## config.mk

```make
export PLATFORM = sky130hd
export DESIGN_NAME = spi_frame_commit
export DESIGN_NICKNAME = d
export VERILOG_FILES = /design/src/rtl/spi_frame_commit_pkg.sv /design/src/rtl/spi_shadow_regfile.sv /design/src/rtl/spi_frame_commit.sv
export SDC_FILE = /design/constraint.sdc
export NUM_CORES = 1
export LEC_CHECK = 0
export BUFFER_PORTS_ARGS = -buffer_cell sky130_fd_sc_hd__buf_2
export CAP_MARGIN = 20
export CELL_PAD_IN_SITES_DETAIL_PLACEMENT = 2
export CELL_PAD_IN_SITES_GLOBAL_PLACEMENT = 2
export CORE_ASPECT_RATIO = 1.75
export CORE_MARGIN = 2
export CORE_UTILIZATION = 25
export DETAILED_ROUTE_END_ITERATION = 16
export HOLD_SLACK_MARGIN = 0.1
export PLACE_DENSITY = 0.62
export SETUP_SLACK_MARGIN = 0.02
export SLEW_MARGIN = 20
export SYNTH_ARGS = -nofsm -noshare
export SYNTH_HDL_FRONTEND = slang
export SYNTH_HIERARCHICAL = 1
export SYNTH_SLANG_ARGS = --single-unit
```

## constraint.sdc

```tcl
create_clock -name clk -period 3.7 [get_ports clk]
set_clock_uncertainty 0.2 [all_clocks]
set_input_delay 0.37 -clock clk [delete_from_list [all_inputs] [get_ports clk]]
set_output_delay 0.37 -clock clk [all_outputs]
set_load 0.005 [all_outputs]
```

## src/rtl/spi_frame_commit_pkg.sv

```systemverilog
// Shared constants for the SPI frame sequencer: FSM encoding, frame byte map, default length.
package spi_frame_commit_pkg;

  localparam int NBYTES_DEF = 21;

  localparam logic [1:0] ST_IDLE   = 2'd0;
  localparam logic [1:0] ST_RECV   = 2'd1;
  localparam logic [1:0] ST_DRAIN  = 2'd2;
  localparam logic [1:0] ST_COMMIT = 2'd3;

  localparam int OFS_VEL0  = 0;
  localparam int OFS_VEL1  = 2;
  localparam int OFS_VEL2  = 4;
  localparam int OFS_VEL3  = 6;
  localparam int OFS_DOUT  = 8;
  localparam int OFS_DIRT  = 10;
  localparam int OFS_STEPT = 11;
  localparam int OFS_PWM   = 12;
  localparam int OFS_DPOL  = 13;
  localparam int OFS_CSUM  = NBYTES_DEF - 1;

  // The watchdog request rides in the high dout byte.
  localparam int OFS_WDT = 9;
  localparam int WDT_BIT = 6;

  // Increment that sticks at the top of the 8-bit range.
  function automatic logic [7:0] sat_inc8(input logic [7:0] v);
    return (v == 8'hFF) ? v : v + 8'd1;
  endfunction

endpackage

```

## src/rtl/spi_shadow_regfile.sv

```systemverilog
// Shadow byte store for one frame plus the running XOR of every byte written since the last clear.
module spi_shadow_regfile
  import spi_frame_commit_pkg::*;
#(
  parameter int NBYTES = OFS_CSUM + 1
) (
  input  logic                   clk,
  input  logic                   rst_n,
  input  logic                   clear,
  input  logic                   wr_en,
  input  logic [4:0]             wr_idx,
  input  logic [7:0]             wr_data,
  output logic [NBYTES-1:0][7:0] mem,
  output logic [7:0]             acc
);

  // Store each accepted byte at its frame position; contents survive until overwritten.
  always_ff @(posedge clk or negedge rst_n) begin
    if (!rst_n) begin
      mem <= '0;
    end else if (wr_en) begin
      mem[wr_idx] <= wr_data;
    end
  end

  // Running checksum, restarted at every frame start.
  always_ff @(posedge clk or negedge rst_n) begin
    if (!rst_n) begin
      acc <= 8'h00;
    end else if (clear) begin
      acc <= 8'h00;
    end else if (wr_en) begin
      acc <= acc ^ wr_data;
    end
  end

endmodule

```

## src/rtl/spi_frame_commit.sv

```systemverilog
// Frame sequencer: collects SPI bytes into a shadow and commits all live registers at once,
// only for complete, in-order frames with a good checksum.
module spi_frame_commit
  import spi_frame_commit_pkg::*;
#(
  parameter int F      = 11,
  parameter int T      = 5,
  parameter int O      = 16,
  parameter int NBYTES = NBYTES_DEF
) (
  input  logic         clk,
  input  logic         rst_n,
  input  logic         frame_start,
  input  logic         frame_end,
  input  logic         byte_valid,
  input  logic [7:0]   byte_data,
  input  logic [4:0]   byte_idx,
  output logic         snap,
  output logic [F:0]   vel0,
  output logic [F:0]   vel1,
  output logic [F:0]   vel2,
  output logic [F:0]   vel3,
  output logic [O-1:0] dout,
  output logic [T-1:0] dirtime,
  output logic [T-1:0] steptime,
  output logic [1:0]   tap,
  output logic         spolarity,
  output logic [3:0]   dpolarity,
  output logic [7:0]   pwm,
  output logic         commit,
  output logic         wdt_kick,
  output logic [7:0]   err_cnt
);

  localparam logic [5:0] NB = 6'(NBYTES);

  logic [1:0]              state;
  logic [1:0]              state_nxt;
  logic [5:0]              count;
  logic [5:0]              count_nxt;
  logic [7:0]              acc;
  logic [7:0]              acc_nxt;
  logic [NBYTES-1:0][7:0]  shadow;
  logic                    in_recv;
  logic                    idx_ok;
  logic                    accept;
  logic                    byte_bad;
  logic                    frame_ok;
  logic                    restart;
  logic                    err_inc;
  logic                    snap_pending;
  logic                    unused_shadow_bits;

  // Reserved bytes and the bits above each field are stored but never decoded.
  assign unused_shadow_bits = ^shadow;

  assign in_recv   = (state == ST_RECV);
  assign idx_ok    = ({1'b0, byte_idx} == count) && (count < NB);
  assign accept    = in_recv && byte_valid && idx_ok && !frame_start;
  assign byte_bad  = in_recv && byte_valid && !idx_ok && !frame_start;
  assign acc_nxt   = accept ? (acc ^ byte_data) : acc;
  assign count_nxt = accept ? (count + 6'd1) : count;
  // A byte arriving with frame_end is counted before the frame is judged.
  assign frame_ok  = !byte_bad && (count_nxt == NB) && (acc_nxt == 8'h00);

  // Snapshot fires with frame_start, or one cycle late if it collided with a commit.
  assign snap = rst_n && ((frame_start && (state != ST_COMMIT)) || snap_pending);

  spi_shadow_regfile #(.NBYTES(NBYTES)) u_shadow (
    .clk     (clk),
    .rst_n   (rst_n),
    .clear   (restart),
    .wr_en   (accept),
    .wr_idx  (byte_idx),
    .wr_data (byte_data),
    .mem     (shadow),
    .acc     (acc)
  );

  // Next-state decision, frame restarts and error events.
  always_comb begin
    state_nxt = state;
    restart   = 1'b0;
    err_inc   = 1'b0;
    case (state)
      ST_IDLE: begin
        if (frame_start) begin
          state_nxt = ST_RECV;
          restart   = 1'b1;
        end
      end
      ST_RECV: begin
        if (frame_start) begin
          state_nxt = ST_RECV;
          restart   = 1'b1;
          err_inc   = 1'b1;
        end else if (frame_end) begin
          if (frame_ok) begin
            state_nxt = ST_COMMIT;
          end else begin
            state_nxt = ST_IDLE;
            err_inc   = 1'b1;
          end
        end else if (byte_bad) begin
          state_nxt = ST_DRAIN;
        end
      end
      ST_DRAIN: begin
        if (frame_start) begin
          state_nxt = ST_RECV;
          restart   = 1'b1;
          err_inc   = 1'b1;
        end else if (frame_end) begin
          state_nxt = ST_IDLE;
          err_inc   = 1'b1;
        end
      end
      default: begin
        if (frame_start) begin
          state_nxt = ST_RECV;
          restart   = 1'b1;
        end else begin
          state_nxt = ST_IDLE;
        end
      end
    endcase
  end

  // State register, byte counter and deferred snapshot flag.
  always_ff @(posedge clk or negedge rst_n) begin
    if (!rst_n) begin
      state        <= ST_IDLE;
      count        <= 6'd0;
      snap_pending <= 1'b0;
    end else begin
      state        <= state_nxt;
      count        <= restart ? 6'd0 : count_nxt;
      snap_pending <= (state == ST_COMMIT) && frame_start;
    end
  end

  // Rejected-frame counter, saturating.
  always_ff @(posedge clk or negedge rst_n) begin
    if (!rst_n) begin
      err_cnt <= 8'h00;
    end else if (err_inc) begin
      err_cnt <= sat_inc8(err_cnt);
    end
  end

  // Live registers: all fields load from the shadow together in the commit cycle.
  always_ff @(posedge clk or negedge rst_n) begin
    if (!rst_n) begin
      vel0      <= '0;
      vel1      <= '0;
      vel2      <= '0;
      vel3      <= '0;
      dout      <= '0;
      dirtime   <= '0;
      steptime  <= '0;
      tap       <= '0;
      spolarity <= 1'b0;
      dpolarity <= '0;
      pwm       <= '0;
      commit    <= 1'b0;
      wdt_kick  <= 1'b0;
    end else begin
      commit   <= (state == ST_COMMIT);
      wdt_kick <= (state == ST_COMMIT) && shadow[OFS_WDT][WDT_BIT];
      if (state == ST_COMMIT) begin
        vel0      <= {shadow[OFS_VEL0+1][F-8:0], shadow[OFS_VEL0]};
        vel1      <= {shadow[OFS_VEL1+1][F-8:0], shadow[OFS_VEL1]};
        vel2      <= {shadow[OFS_VEL2+1][F-8:0], shadow[OFS_VEL2]};
        vel3      <= {shadow[OFS_VEL3+1][F-8:0], shadow[OFS_VEL3]};
        dout      <= {shadow[OFS_DOUT+1][O-9:0], shadow[OFS_DOUT]};
        spolarity <= shadow[OFS_DIRT][7];
        dirtime   <= shadow[OFS_DIRT][T-1:0];
        tap       <= shadow[OFS_STEPT][7:6];
        steptime  <= shadow[OFS_STEPT][T-1:0];
        pwm       <= shadow[OFS_PWM];
        dpolarity <= shadow[OFS_DPOL][3:0];
      end
    end
  end

endmodule

```

# --- Yosys cells after proc, flatten, opt, wreduce, memory -nomap -nowiden ---
# Index checks and enable logic that the tools add are counted.
totals:
  register_bits: 284
  inputBits: 18
  wordCells: 100
classes:
  add_sub_neg: 2
  order_cmp: 3
  eq_ne: 10
  n_mux: 23
  bitwise: 2
  n_reduce_logical: 21
op_table:
  columns: ["operator", "n"]
  rows:
  - ["bitwise mux 168 bit", 1]
  - ["demux 8 bit (select 5 bit)", 1]
  - ["two-way mux 8 bit", 3]
  - ["two-way mux 2 bit", 7]
  - ["logical AND 1 bit", 13]
  - ["two-way mux 6 bit", 2]
  - ["adder 8 x 1 -> 8 bit (second input constant)", 1]
  - ["== test 8 bit (second input constant)", 1]
  - ["logical NOT 8 bit", 1]
  - ["bitwise XOR 8 bit", 1]
  - ["two-way mux 1 bit", 7]
  - ["adder 6 x 1 -> 6 bit (second input constant)", 1]
  - ["== test 5 x 6 -> 1 bit", 1]
  - ["== test 6 x 5 -> 1 bit (second input constant)", 1]
  - ["less-than comparator 5 x 6 -> 1 bit (second input constant)", 1]
  - ["less-than comparator 6 x 5 -> 1 bit (second input constant)", 1]
  - ["one-hot mux 2 bit (3 select lines)", 1]
  - [">= comparator 5 x 1 -> 1 bit (second input constant)", 1]
  - ["== test 2 bit (second input constant)", 2]
  - ["inequality test 2 bit (second input constant)", 2]
  - ["inequality test 4 x 3 -> 1 bit (second input constant)", 1]
  - ["logical NOT 1 bit", 3]
  - ["inequality test 3 bit (second input constant)", 1]
  - ["AND reduction 3 bit", 1]
  - ["6 further kinds", 6]

# --- Logic depth before layout (Yosys ltp) ---
# Gate-level depths: netlist of the first run.
logic_depth:
  ltp_word: 13
  depth_mapped: 12
  depth_no_buf: 11

# --- Modules after synthesis ---
# Netlist of the first run, hierarchy kept.
by_module_without_submodules:
  columns: ["mod", "n_inst", "cells_each", "area_per_inst_um2", "seq_area_each_um2"]
  rows:
  - ["spi_shadow_regfile", 1, 426, 6815.3, 4404.2]
  - ["spi_frame_commit", 1, 324, 4554.4, 2702.6]

# --- Least setup slack after synthesis of the first run ---
# Ideal clock, no wire load.
synth_path:
  kind: "register -> register"
  start: "register count[0]"
  end: "register err_cnt[1]"
  setup_ns: 0.125
  t_arrival_ns: 2.790
  required_ns: 3.375
  setup_slack_ns: 0.585
  stages_incl_launch_ff: 11
  period_less_slack_ns: 3.115
  cell_sequence: "dfrtp_1 buf_6 inv_1 ha_1 nand4bb_1 nand3_2 or4_4 mux2_4 or3_4 o31ai_4 mux2_4"
synth_via:
  elab_chain_cells: 13
  word_cells_on_any_way: 21
  classes_between: "1 x add/sub; 1 x order compare; 2 x eq/ne; 6 x mux; 11 x reduce/logical"
synth_lines:
  columns: ["item", "line_no", "rtl"]
  rows:
  - ["start: declaration", "spi_frame_commit.sv:39", "logic [5:0] count;"]
  - ["start signal: assignment", "spi_frame_commit.sv:137", "count <= restart ? 6'd0 : count_nxt;"]
  - ["less-than comparator 6 x 5 -> 1 bit or == test 5 x 6 -> 1 bit (tied branches)", "spi_frame_commit.sv:58", "assign idx_ok = ({1'b0, byte_idx} == count) && (count < NB);"]
  - ["logical AND 1 bit", "spi_frame_commit.sv:58", null]
  - ["logical AND 1 bit or logical NOT 1 bit (tied branches)", "spi_frame_commit.sv:59, spi_frame_commit.sv:60", null]
  - ["logical AND 1 bit (on tied branches)", "spi_frame_commit.sv:59, spi_frame_commit.sv:60", null]
  - ["two-way mux 6 bit or logical AND 1 bit (tied branches)", "spi_frame_commit.sv:62, spi_frame_commit.sv:60", null]
  - ["== test 6 x 5 -> 1 bit or logical NOT 1 bit (tied branches)", "spi_frame_commit.sv:64", "assign frame_ok = !byte_bad && (count_nxt == NB) && (acc_nxt == 8'h00);"]
  - ["logical AND 1 bit", "spi_frame_commit.sv:64", null]
  - ["logical AND 1 bit *", "spi_frame_commit.sv:64", null]
  - ["two-way mux 1 bit *", "spi_frame_commit.sv:98", "if (frame_ok) begin"]
  - ["two-way mux 1 bit *", "spi_frame_commit.sv:97", "end else if (frame_end) begin"]
  - ["two-way mux 1 bit *", "spi_frame_commit.sv:93", "if (frame_start) begin"]
  - ["one-hot mux 1 bit (2 select lines) *", "spi_frame_commit.sv:85", "case (state)"]
  - ["AND reduction 2 bit (no line) *", null, null]
  - ["end signal: assignment", "spi_frame_commit.sv:147", "err_cnt <= sat_inc8(err_cnt);"]
  - ["end: declaration", "spi_frame_commit.sv:32", "output logic [7:0] err_cnt"]
# Mark *: on every way between the ends. The rest lies on a longest branch, timed or not.
# A chain may end at the register's enable or synchronous reset.

# --- Worst setup path after layout of the first run ---
layout_path:
  start: "register count[0]"
  end: "register u_shadow/mem[23] (netlist name)"
layout_via:
  elab_chain_cells: 4
  word_cells_on_any_way: 5
  classes_between: "1 x order compare; 1 x eq/ne; 3 x reduce/logical"
layout_lines:
  columns: ["item", "line_no", "rtl"]
  rows:
  - ["less-than comparator 6 x 5 -> 1 bit or == test 5 x 6 -> 1 bit (tied branches)", "spi_frame_commit.sv:58", null]
  - ["logical AND 1 bit *", "spi_frame_commit.sv:58", null]
  - ["logical AND 1 bit * (2 in series)", "spi_frame_commit.sv:59", "assign accept = in_recv && byte_valid && idx_ok && !frame_start;"]
  - ["via accept", "spi_frame_commit.sv:46", "logic accept;"]
  - ["end signal: indexed assignment", "spi_shadow_regfile.sv:22", "mem[wr_idx] <= wr_data;"]
  - ["end: declaration", "spi_shadow_regfile.sv:13", "output logic [NBYTES-1:0][7:0] mem,"]
# The timed path passes the listed nets; every way through them passes the cells marked *.

==> flow_summary.json, run 1 <==
{
  "via_count": 5074,
  "hold-worst-slack_ns": 0.187,
  "crit_fanout": 9,
  "p_leak_nw": 5.29,
  "start_util": 0.251,
  "cp_num_buf_inv": 2,
  "antenna_found_initial": 0,
  "syn_inst": 582,
  "gr-usage-met3": 0.0190,
  "grt_max_degree": 76,
  "p_total_mw": 5.00,
  "gp_congestion": 0.714,
  "slowest_stage": "nor4b_2",
  "critical_path.top_delay_family": "simple AND/OR/NAND/NOR gates",
  "drtAntennaViolNets": 0,
  "cp_data_required_time_ns": 3.89,
  "path_depth": 9,
  "r2r_start": "count[0]",
  "dpl.cell_count": 1124,
  "drv_slew": 0,
  "hold_viol_final": 0,
  "period_share": 0.893,
  "grt.busiest_layer": "met2",
  "worstSkewPairLatency_ns": 0.51,
  "cts_htree_levels": 1,
  "power.density_nw_per_um2": 486,
  "syn_avg_cell_area_um2": 14.5,
  "tightest_slew_ns": 0.611,
  "overflow": 0,
  "syn-num-nets": 607,
  "final.min_clock_period_ns": 3.31,
  "ctsResizeCount": 0,
  "core_um2": 33500,
  "clk_path_buf_depth": 3,
  "cts_tree": "done",
  "cts_root_buf": "clkbuf_16",
  "routed_via_density": 4.35,
  "cts_sinks": 205,
  "die_h_um": 247,
  "ff2ff_path_depth": 9,
  "setup_violations": 0,
  "cts_hold_buf": 3,
  "hold_class": "input pin to async pin",
  "grt_pass1_wl_um": 35500,
  "status": "complete, no violations",
  "grt_use_met1": 0.154,
  "setup-tns-final_ns": 0,
  "netlist_area_um2": 8420,
  "critPathCaptureType": "flop",
  "worstSetupPathType": "flop to flop",
  "final_nets": 721,
  "rsz0062_at_grt": "false",
  "area_delta_synth_final_pct": 22.2,
  "drtIter0Drc": 131,
  "post_drt_wl_per_cell_um": 19.8,
  "place_hpwl_um": 15400,
  "worst_slack_ns": 0.395,
  "startpoint_type": "flop",
  "post_cts_buffers": 0,
  "fp.dieArea_um2": 35200,
  "synth-warning-count": 6,
  "final_cells": 1167,
  "gr-usage-met2": 0.256,
  "clk_pin_slew_ns": 0.06,
  "worstPathCellList": "inv_1 -> ha_1 -> nand4bb_1 -> nand3_2 -> or3_1 -> clkinv_1 -> nor4b_2 -> nand2_1 -> mux2_2",
  "first_pass_iters": 3,
  "fmax_ghz": 0.303,
  "peakVddDrop_v": 0.000260,
  "pre_cts_ws_ns": 0.390,
  "drc": 0,
  "grt_usage": 0.134,
  "io_buffers": 117,
  "r2r_slack_ns": 0.39,
  "finalWirelength_um": 23100,
  "final_layout_size_suffix_gt1_frac": 0.489,
  "cap_violations": 0,
  "antenna_cells": 0,
  "rows": 89,
  "crit_end": "u_shadow/mem[23]",
  "r2r_end": "u_shadow/mem[23]",
  "slew_headroom": 0.593,
  "die_w_um": 143,
  "boundaryPins": 118,
  "crit_arrival_ns": 3.49,
  "grt_pass1_vias": 5717,
  "cts_made_buffers": 22,
  "slowest_delay_ns": 0.49,
  "crit_path_start": "count[0]"
}
==> metal layers <==
layer  up-vias  wire length (um)
li1       2241                 -
met1      2728              8950
met2        81             12900
met3        24               765
met4         0               417
met5         -                 0
==> worst register-to-register path, delay by kind of cell (launching register included) <==
kind	cells	cell delay [ns]
DFF	1	0.48
and+or+nand+nor	5	1.67
adders and majority gates	1	0.13
muxes	1	0.39
buffers and inverters	2	0.31
==> layout make-up <==
class / count / area [um^2]
fill: 3488 / 23200
sequential: 205 / 5130
multi-input combinational: 329 / 3100
timing repair buffer: 128 / 722
clock buffer: 34 / 647
tap: 455 / 569
clock inverter: 6 / 88.8
inverter: 10 / 37.5
==> worst min-delay path by stage <==
| stage | start | endpoint | slack [ns] | depth (start not counted) |
|---|---|---|---|---|
| after floorplan | rst_n | commit | -0.13 | 0 |
| after global placement | rst_n | vel0[0] | 0.20 | 1 |
| after detailed placement | rst_n | vel0[0] | 0.20 | 1 |
| after CTS | byte_data[5] | u_shadow/acc[5] | 0.18 | 4 |
| after global routing | byte_data[5] | u_shadow/acc[5] | 0.20 | 4 |
| final | rst_n | vel0[0] | 0.19 | 2 |
==> cells in the final DEF (no fill, tap or decap), types with 8 or more instances in the layout <==
cell type  instances
clkbuf_1           8
mux2_4            10
xnor2_1           11
buf_2            116
xor2_1            14
mux2_2           170
nor2_1            24
dfrtp_1          205
nand2_1           26
clkbuf_16         23
inv_1              9
==> flip-flops by register name (all words and copies together) (netlist names), 8 cells and up <==
register	flops
err_cnt	8
dout	16
u_shadow/mem	89
vel0	12
vel1	12
u_shadow/acc	8
pwm	8
vel2	12
vel3	12
==> per-stage QoR <==
stage	utilization	instance area (um^2)
final	0.307	10300
after global placement	0.284	9530
after global routing	0.307	10300
after CTS	0.307	10300
after floorplan	-	8420
after detailed placement	0.284	9530
==> where the power goes <==
part | internal, mW | switching [mW] | total (mW)
logic | 0.151 | 0.224 | 0.375
registers | 2.30 | 0.0624 | 2.36
clock network | 1.35 | 0.919 | 2.27
total | 3.80 | 1.21 | 5.00
Power figures use the tool's default switching activity.
==> inputs of run 2 (changes only) <==
Settings changed: RECOVER_POWER set to 25.
==> run 2 against run 1 <==
  * The run now ends with capacitance limit, slew limit left
  * Critical path depth unchanged
  * Final area down 0.37%
  * Clock-buffer cell count unchanged
  * Die area unchanged
  * Worst hold slack better by 0.0074 ns
  * Sequential power about the same
  * Core utilization down 0.11 points
  * Largest cell class unchanged
  * Highest routed layer unchanged
  * Critical path type unchanged
  * Final cell count unchanged
==> flow_summary.json, run 2 (same netlist as run 1, synthesis figures left out) <==
{
  "status": "finished, violations left",
  "violations": "capacitance limit, slew limit",
  "crit_fanout": 9,
  "drtAntennaViolNets": 0,
  "ctsResizeCount": 0,
  "boundaryPins": 118,
  "r2r_start": "count[0]",
  "hold_end": "u_shadow/mem[37]",
  "power.density_nw_per_um2": 487,
  "antenna_found_initial": 0,
  "grt_usage": 0.134,
  "mostFrequentLayoutCells": "dfrtp_1, mux2_2, buf_2",
  "cts_htree_levels": 1,
  "final.min_clock_period_ns": 3.30,
  "worst_slack_ns": 0.402,
  "hold_class": "input pin to flop",
  "io_buffers": 117,
  "fillers": 3492,
  "grt_pass1_wl_um": 35500,
  "slowest_stage": "dfrtp_1",
  "finalWirelength_um": 23100,
  "dpl.cell_count": 1124,
  "cp_data_required_time_ns": 3.89,
  "cts_tree": "done",
  "core_um2": 33500,
  "drtIter0Drc": 126,
  "cap_violations": 1,
  "r2r_slack_ns": 0.40,
  "dpl-instance-area_um2": 9530,
  "final_cells": 1167,
  "clk_pin_slew_ns": 0.06,
  "holdPathStages": 2,
  "fin_area_um2": 10300,
  "grt_max_degree": 76,
  "slew_headroom": -0.194,
  "reg_top3": "u_shadow/mem x89, dout x16",
  "cts_sinks": 205,
  "rows": 89,
  "cts_root_buf": "clkbuf_16",
  "setup-tns-final_ns": 0,
  "cts_made_buffers": 22,
  "setup_violations": 0,
  "hold_start": "byte_data[5]",
  "first_pass_iters": 4,
  "critPathCaptureType": "flop",
  "largest_register_ffs": 89,
  "via_count": 5078,
  "p_leak_nw": 5.28,
  "drv_slew": 63,
  "final_nets": 721,
  "die_h_um": 247,
  "period_share": 0.891,
  "post_drt_wl_per_cell_um": 19.8,
  "overflow": 0,
  "drc": 0,
  "pre_cts_ws_ns": 0.390,
  "worstPathCellList": "inv_1 -> ha_1 -> nand4bb_1 -> nand3_2 -> or3_1 -> clkinv_1 -> nor4b_2 -> nand2_1 -> mux2_2",
  "peakVddDrop_v": 0.000260,
  "start_util": 0.251,
  "largest_register": "u_shadow/mem",
  "antenna_cells": 0,
  "worstSkewPairLatency_ns": 0.51,
  "layout_commonest_cell": "dfrtp_1",
  "area_delta_synth_final_pct": 21.7,
  "cp_num_buf_inv": 2,
  "r2r_end": "u_shadow/mem[23]",
  "crit_arrival_ns": 3.48,
  "fmax_ghz": 0.303,
  "place_hpwl_um": 15400,
  "clk_path_buf_depth": 3,
  "grt_pass1_vias": 5717,
  "ff2ff_path_depth": 9,
  "hold_viol_final": 0,
  "startpoint_type": "flop",
  "rsz0062_at_grt": "false",
  "fp.dieArea_um2": 35200,
  "die_w_um": 143,
  "gp_congestion": 0.714,
  "p_total_mw": 4.99,
  "worstSetupPathType": "flop to flop",
  "critical_path.top_delay_family": "simple AND/OR/NAND/NOR gates",
  "routed_via_density": 4.35,
  "tightest_slew_ns": 1.79,
  "final_layout_size_suffix_gt1_frac": 0.486,
  "slowest_delay_ns": 0.48
}
## run 2: cell count changes in the layout (fill, tap and decap cells not counted), sizes merged
cell,delta
buf,-2
clkbuf,+2
## run 2: how the worst max path moves through the flow
stage / from / to / cells after the start
final: count[0] / u_shadow/mem[23] / 9
after detailed placement: count[0] / err_cnt[1] / 10
after CTS: count[0] / err_cnt[1] / 10
after global placement: count[0] / err_cnt[1] / 9
after global routing: count[0] / u_shadow/mem[23] / 9
after floorplan: count[0] / err_cnt[1] / 10
## run 2: final cells by class
class | count | area (um^2) | area share
inverters | 10 | 37.5 | 0.00366
multi-input cells | 329 | 3090 | 0.301
well taps | 455 | 569 | 0.0555
clock buffers | 34 | 647 | 0.0631
flip-flops and latches | 205 | 5130 | 0.500
clock inverters | 6 | 88.8 | 0.00866
repair buffers | 128 | 697 | 0.0680
## run 2: timing repair
item / in CTS / in global routing
buffers inserted: 0 / 0
hold buffers: 3 / 0
hold endpoints to repair: 70 / 0
## run 2: metal layers
layer / track usage / routed length, um / up-vias
met5: 0 / 0 / -
met4: 0.0384 / 417 / 0
met3: 0.0190 / 757 / 24
met2: 0.256 / 12900 / 83
met1: 0.154 / 8940 / 2731
li1: - / - / 2240
## run 2: where the power goes
part	internal (mW)	switching (mW)
Clock	1.35	0.917
Combinational	0.147	0.224
Sequential	2.30	0.0609
## run 2: through the flow
| stage | hold slack, ns | util |
|---|---|---|
| floorplan | -0.126 | - |
| global placement | 0.195 | 0.284 |
| detailed placement | 0.204 | 0.284 |
| CTS | 0.176 | 0.307 |
| global route | 0.197 | 0.306 |
| finish | 0.194 | 0.306 |
